**config.mk**
```make
export PLATFORM = sky130hd
export DESIGN_NAME = oam_dma_arbiter
export DESIGN_NICKNAME = d
export VERILOG_FILES = /design/src/rtl/oam_dma_arbiter.sv
export SDC_FILE = /design/constraint.sdc
export NUM_CORES = 1
export LEC_CHECK = 0
export BUFFER_PORTS_ARGS = -buffer_cell sky130_fd_sc_hd__buf_2
export CAP_MARGIN = 20
export CORE_MARGIN = 8
export CORE_UTILIZATION = 47
export CTS_CLUSTER_DIAMETER = 80
export DETAILED_ROUTE_END_ITERATION = 12
export HOLD_SLACK_MARGIN = 0.05
export PLACE_DENSITY = 0.8
export SLEW_MARGIN = 20
export SYNTH_ARGS = -nofsm -noshare
export SYNTH_HDL_FRONTEND = slang
export SYNTH_SLANG_ARGS = --single-unit
```
**constraint.sdc**
```tcl
create_clock -name clk -period 1.84 [get_ports clk]
set_input_delay 0.092 -clock clk [delete_from_list [all_inputs] [get_ports clk]]
set_output_delay 0.092 -clock clk [all_outputs]
set_load 0.05 [all_outputs]
```
**src/rtl/oam_dma_arbiter.sv**
```systemverilog
`default_nettype none
// ============================================================================
// Module      : oam_dma_arbiter
// Description : OAM DMA engine (FF46 trigger) and CPU/DMA arbiter for the
//               memory bus. Define DMA_CPU_BLOCK_EN to block CPU non-HRAM
//               accesses while DMA is active; otherwise the CPU steals cycles.
// Revision    : 1.0 - initial release
// ============================================================================
module oam_dma_arbiter #(
   parameter int PERIOD  = 4,
   parameter int DMA_LEN = 160
) (
   input  logic        clk,
   input  logic        rst,
   input  logic [15:0] cpu_a,
   input  logic [7:0]  cpu_dout,
   input  logic        cpu_rd,
   input  logic        cpu_wr,
   output logic [7:0]  cpu_din,
   output logic [15:0] mem_a,
   output logic [7:0]  mem_dout,
   output logic        mem_rd,
   output logic        mem_wr,
   input  logic [7:0]  mem_din,
   output logic        dma_active,
   output logic        dma_done
);

   localparam int        PW       = $clog2(PERIOD + 1);
   localparam int        GAP_LOAD = (PERIOD > 3) ? PERIOD - 4 : 0;
   localparam logic [7:0] LAST    = 8'(DMA_LEN - 1);

   typedef enum logic [2:0] {
      S_IDLE  = 3'd0,
      S_START = 3'd1,
      S_R1    = 3'd2,
      S_R2    = 3'd3,
      S_W     = 3'd4,
      S_GAP   = 3'd5
   } state_t;

   state_t          state_q;
   logic [7:0]      dma_reg_q;
   logic [7:0]      src_hi_q;
   logic [7:0]      byte_cnt_q;
   logic [7:0]      buf_q;
   logic [PW-1:0]   per_cnt_q;
   logic            cpu_wr_q;
   logic            dma_active_q;
   logic            dma_done_q;

   logic w_ff46;
   logic w_hram;
   logic w_req;
   logic w_blocked;
   logic w_steal;
   logic w_ff46_wr;

   assign w_ff46    = (cpu_a == 16'hFF46);
   assign w_hram    = (cpu_a >= 16'hFF80) && (cpu_a <= 16'hFFFE);
   assign w_req     = (cpu_rd | cpu_wr) & ~w_ff46;
   assign w_ff46_wr = cpu_wr & ~cpu_wr_q & w_ff46;

`ifdef DMA_CPU_BLOCK_EN
   assign w_blocked = dma_active_q & ~w_hram & ~w_ff46;
   assign w_steal   = w_req & w_hram;
`else
   assign w_blocked = 1'b0;
   assign w_steal   = w_req;
`endif

   always_ff @(posedge clk or posedge rst) begin
      if (rst) begin
         state_q      <= S_IDLE;
         dma_reg_q    <= 8'h00;
         src_hi_q     <= 8'h00;
         byte_cnt_q   <= 8'h00;
         buf_q        <= 8'h00;
         per_cnt_q    <= '0;
         cpu_wr_q     <= 1'b0;
         dma_active_q <= 1'b0;
         dma_done_q   <= 1'b0;
      end else begin
         cpu_wr_q   <= cpu_wr;
         dma_done_q <= 1'b0;
         if (w_ff46_wr) begin
            // Any FF46 write (re)starts the transfer from byte 0; E0-FF fold onto echo RAM.
            dma_reg_q    <= cpu_dout;
            src_hi_q     <= (cpu_dout >= 8'hE0) ? cpu_dout - 8'h20 : cpu_dout;
            byte_cnt_q   <= 8'h00;
            per_cnt_q    <= PW'(PERIOD - 1);
            state_q      <= S_START;
            dma_active_q <= 1'b1;
         end else begin
            case (state_q)
               S_START: begin
                  if (!w_steal) begin
                     if (per_cnt_q == '0) state_q <= S_R1;
                     else                 per_cnt_q <= per_cnt_q - 1'b1;
                  end
               end
               S_R1: begin
                  if (!w_steal) state_q <= S_R2;
               end
               S_R2: begin
                  if (w_steal) begin
                     state_q <= S_R1;
                  end else begin
                     buf_q   <= mem_din;
                     state_q <= S_W;
                  end
               end
               S_W: begin
                  if (w_steal) begin
                     state_q <= S_R1;
                  end else if (byte_cnt_q == LAST) begin
                     state_q      <= S_IDLE;
                     dma_active_q <= 1'b0;
                     dma_done_q   <= 1'b1;
                  end else begin
                     byte_cnt_q <= byte_cnt_q + 8'd1;
                     per_cnt_q  <= PW'(GAP_LOAD);
                     state_q    <= (PERIOD == 3) ? S_R1 : S_GAP;
                  end
               end
               S_GAP: begin
                  if (!w_steal) begin
                     if (per_cnt_q == '0) state_q <= S_R1;
                     else                 per_cnt_q <= per_cnt_q - 1'b1;
                  end
               end
               default: state_q <= S_IDLE;
            endcase
         end
      end
   end

   // A forwarded CPU access always wins the bus for that clock.
   always_comb begin
      mem_a    = cpu_a;
      mem_dout = cpu_dout;
      mem_rd   = 1'b0;
      mem_wr   = 1'b0;
      if (w_req && !w_blocked) begin
         mem_rd = cpu_rd & ~cpu_wr;
         mem_wr = cpu_wr;
      end else begin
         case (state_q)
            S_R1, S_R2: begin
               mem_a  = {src_hi_q, byte_cnt_q};
               mem_rd = 1'b1;
            end
            S_W: begin
               mem_a    = 16'hFE00 + {8'h00, byte_cnt_q};
               mem_dout = buf_q;
               mem_wr   = 1'b1;
            end
            default: ;
         endcase
      end
      if (rst) begin
         mem_rd = 1'b0;
         mem_wr = 1'b0;
      end
   end

   always_comb begin
      if (w_ff46)         cpu_din = dma_reg_q;
      else if (w_blocked) cpu_din = 8'hFF;
      else                cpu_din = mem_din;
   end

   assign dma_active = dma_active_q;
   assign dma_done   = dma_done_q;

endmodule
`default_nettype wire

```
======== Yosys cells after proc, flatten, opt, wreduce, memory -nomap -nowiden ========
Cells that the tools add are included.
cells by class
  add/subtract/negate cells ............... 4
  order comparisons ....................... 1
  equal/unequal tests ..................... 15
  mux-type cells .......................... 38
  bitwise operators ....................... 10
  reductions and logical operators ........ 11
operators with widths
  cell                                                                   count
  8-bit 2-to-1 mux                                                       8
  3-bit 2-to-1 mux                                                       12
  16-bit case mux with 2 select lines                                    1
  16-bit equality test, second input constant                            1
  16-bit 2-to-1 mux                                                      1
  1-bit 2-to-1 mux                                                       14
  3-bit != test, second input constant                                   4
  3-bit case mux with 4 select lines                                     1
  3-bit AND reduction                                                    4
  10-bit by 9-bit adder with 11-bit output, first input constant         1
  8-bit by 1-bit adder with 8-bit output, second input constant          1
  8-bit equality test, second input constant                             1
  8-bit greater-or-equal comparator, second input constant               1
  8-bit by 6-bit subtractor with 8-bit output, second input constant     1
  3-bit by 2-bit equality test with 1-bit output, second input constant  2
  3-bit equality test, second input constant                             2
  3-bit case mux with 2 select lines                                     1
  1-bit NOT                                                              5
  5-bit AND reduction                                                    1
  1-bit AND                                                              4
  2-bit nonzero test                                                     2
  2-bit OR reduction                                                     2
  3-bit by 1-bit equality test with 1-bit output, second input constant  1
  3-bit zero test                                                        1
  other kinds (7)                                                        7
word-level totals
  register bits after elaboration ......... 41
  bits of input ports ..................... 36
  output and inout bits ................... 36

======== Logic depth before layout (Yosys ltp) ========
  depth in word-level cells ............... 6
  mapped depth ............................ 6

======== Worst setup path after synthesis ========
Ideal clock, no wire load.
  path kind ............................... in2out
  from .................................... input cpu_a[3]
  to ...................................... output mem_rd
  arrival time ............................ 2.114 ns
  required time ........................... 1.748 ns
  slack ................................... -0.366 ns
  stages .................................. 5
  path through ............................ nor4b_4 nand4_1 buf_4 clkbuf_1 a211oi_1
between the ends
  longest elaborated chain between the ends .. 5
RTL lines
  item                  RTL line  source
  start, declared       15        input logic [15:0] cpu_a,
  16-bit equality test  59        assign w_ff46 = (cpu_a == 16'hFF46);
  1-bit NOT             61        assign w_req = (cpu_rd | cpu_wr) & ~w_ff46;
  1-bit AND             61
  1-bit 2-to-1 mux      144       if (w_req && !w_blocked) begin
  1-bit 2-to-1 mux      161       if (rst) begin
  end, declared         22        output logic mem_rd,
No other way between the ends.

======== Worst setup path in the final report ========
  from .................................... register state_q[1]
  to ...................................... output mem_dout[4]
between the ends
  longest elaborated chain between the ends .. 3
RTL lines
  item                    RTL line  source
  start, declared         42        state_t state_q;
  start signal, assigned  123       state_q <= (PERIOD == 3) ? S_R1 : S_GAP;
  3-bit equality test     148       case (state_q)
  8-bit 2-to-1 mux        148
  8-bit 2-to-1 mux        144
  end, declared           21        output logic [7:0] mem_dout,
No other way between the ends.

==> flow_metrics.env <==
export IMPL_status="finished, violations left"
export IMPL_violations="negative setup slack"
export IMPL_clock_fmax_mhz=499
export IMPL_h_tree_depth=2
export IMPL_setup_viol=25
export IMPL_die_w_um=87.9
export IMPL_post_dp_hpwl_um=5380
export IMPL_worstHoldStart="mem_din[3]"
export IMPL_syn_area_mm2=0.00243
export IMPL_cts_buffers_inserted=5
export IMPL_yosys_cell_types_count=45
export IMPL_ys_top_cells_by_area="dfrtp_1 37%, mux2_2 14%, mux2i_1 6.2%"
export IMPL_synth_top_cell_area_share=0.371
export IMPL_fp_row_count=26
export IMPL_antenna_found_initial=0
export IMPL_grt_overflow=0
export IMPL_io_buffers=71
export IMPL_grt_max_degree=37
export IMPL_nets=399
export IMPL_antennaDiodeCount=0
export IMPL_core_mm2=0.00504
export IMPL_start_kind="register"
export IMPL_gp_congestion=0.835
export IMPL_timing_rr_start="state_q[1]"
export IMPL_synth_edf_count=0
export IMPL_ctsRootBufferMaster="clkbuf_8"
export IMPL_grtUsageTotal=0.218
export IMPL_ys_seq_area_frac=0.371
export IMPL_clock_path_buffers=2
export IMPL_post_route_period_util=1.09
export IMPL_final_hold_viol_count=0
export IMPL_ys_flop_type="dfrtp_1"
export IMPL_vias_per_cell=5.83
export IMPL_grt_pass1_wl_um=13000
export IMPL_wl_per_cell_um=19.3
export IMPL_fillers=344
export IMPL_r2r_end="byte_cnt_q[5]"
export IMPL_synth_most_common_cell="dfrtp_1"
export IMPL_drt_iter0_markers=150
export IMPL_skew_ns=0.00700
export IMPL_io_pins=72
export IMPL_cp_max_fo=9
export IMPL_leakage_uw=0.00172
export IMPL_postRouteAntennaNets=0
export IMPL_startpoint="state_q[1]"
export IMPL_async_reset_ff_frac=1.00
export IMPL_period_needed_ns=2.00
export IMPL_fin_setup_tns_ns=-2.88
export IMPL_synth_avg_cell_area_um2=9.67
export IMPL_r2r_slack_ns=0.05
export IMPL_design_area_mm2=0.00349
export IMPL_critPathRequiredTime_ns=1.75
export IMPL_area_delta_synth_final_pct=43.9
export IMPL_multi_input_area_mm2=0.00146
export IMPL_cts_tree="built"
export IMPL_cp_end_kind="output pin"
export IMPL_drive_above_1_share=0.464
export IMPL_place_area_mm2=0.00304
export IMPL_synth_fp_nets=291
export IMPL_worst_pin_slew_ns=0.478
export IMPL_final_max_slew_violation_count=0
export IMPL_initial_core_util=0.481
export IMPL_ys_warn_count=0
export IMPL_dieArea_mm2=0.00772
export IMPL_critPathKind="register to output pin"
export IMPL_reg2reg_depth=4
export IMPL_rsz0062_at_grt="yes"
export IMPL_num_vias=2508
export IMPL_slew_headroom=0.681
export IMPL_grt_pass1_vias=2681
export IMPL_clock_latency_ns=0.30
export IMPL_critPathArrivalTime_ns=1.91
export IMPL_detail_route_first_pass_iterations=4
export IMPL_hold_end="buf_q[3]"
export IMPL_synth_seq_cells=36
export IMPL_fin_util=0.693
export IMPL_pre_cts_ws_ns=-0.0770
export IMPL_wl_um=8310
export IMPL_drv_cap=0
export IMPL_drc=0
export IMPL_hold_depth=2
export IMPL_hold_path_class="input port to register"
export IMPL_path_clk_slew_ns=0.08
export IMPL_syn_inst=251
export IMPL_cts_sinks=36
export IMPL_synth_common_cells="36 x dfrtp_1, 31 x mux2_2, 31 x nand2_1"
export IMPL_chipHeight_um=87.9
export IMPL_seq_area_um2=901
export IMPL_yosysTopAreaCell="dfrtp_1"
export IMPL_vdd_drop_max_mv=0.573
export IMPL_setup_ws_ns=-0.163
export IMPL_p_per_area_mw_per_mm2=751
[cells in the final DEF (no fill, tap or decap), types with 4 or more instances in the layout]
cell           instances
buf_2                 46
dfrtp_1               36
buf_4                 35
mux2_2                30
nand2_1               30
buf_6                 21
o21ai_0               19
nor2_1                16
inv_1                 16
mux2i_1               14
dlygate4sd3_1         10
a21o_1                 7
nand3_1                6
o211ai_1               5
clkbuf_8               5
a21oi_1                4
[state kept, by name, summed over array words and instances, names as in the netlist]
signal      cells
dma_done        1
per_cnt_q       3
dma_active      1
dma_reg_q       8
cpu_wr_q        1
state_q         3
byte_cnt_q      8
buf_q           8
src_hi_q        3
[metal layers]
metal	GRT usage	part of all wire	up-vias	wire (µm)
met5	0	0	-	0
met2	0.386	0.52	141	4300
met3	0.0497	0.070	34	584
li1	-	-	1114	-
met1	0.232	0.37	1219	3080
met4	0.128	0.043	0	354
[final cells by class]
cell class,instances,area share
multi-input cells,186,0.418
flip-flops and latches,36,0.258
repair buffers,114,0.249
well taps,70,0.0251
clock buffers,5,0.0197
inverters,16,0.0172
clock inverters,3,0.0133
[cells by family (layout without fill, tap and decap cells)]
logic type,after synthesis,in the layout,share of synthesized area
flops,36,36,0.371
simple gates,76,76,0.159
mux,50,50,0.232
fa+ha+maj,4,4,0.0206
buf+inv,29,138,0.0562
compound gates,56,56,0.161
[report_power, final]
part	leakage (µW)	internal, µW	switching (µW)	total, µW
sequential	0.000461	921	75.4	996
clock	0.0000548	408	320	728
combinational	0.00121	386	514	900
[repair_timing]
action | in CTS | in global routing
hold buffers | 10 | 0
endpoints found under the setup margin | 25 | 33
buffers inserted | 3 | 2
pin swaps | 2 | 3
gates resized for setup | 48 | 11
endpoints found under the hold margin | 45 | 0
[critical path: stages (launching register included)]
cell and delay, ns:
dfrtp_1 0.42, buf_4 0.15, nor3b_2 0.20, buf_4 0.16
o21ai_2 0.07, buf_12 0.15, mux2_2 0.29, buf_6 0.16
[how the worst max path moves through the flow]
stage / end / slack [ns] / cells past startpoint
3_5_place_dp: buf_q[4] / -0.08 / 6
5_1_grt: mem_dout[6] / -0.19 / 7
4_1_cts: mem_a[6] / -0.14 / 6
6_report: mem_dout[4] / -0.16 / 7
2_1_floorplan: mem_a[10] / -0.34 / 5
3_3_place_gp: buf_q[1] / -0.01 / 6
[per-stage QoR]
stage	hold slack, ns	total power [µW]	std cells
5_1_grt	0.0550	2740	430
4_1_cts	0.0513	2580	428
3_3_place_gp	0.255	1730	407
3_5_place_dp	0.259	1760	407
2_1_floorplan	0.123	1540	251
6_report	0.0582	2620	430
Power figures use the tool's default switching activity.
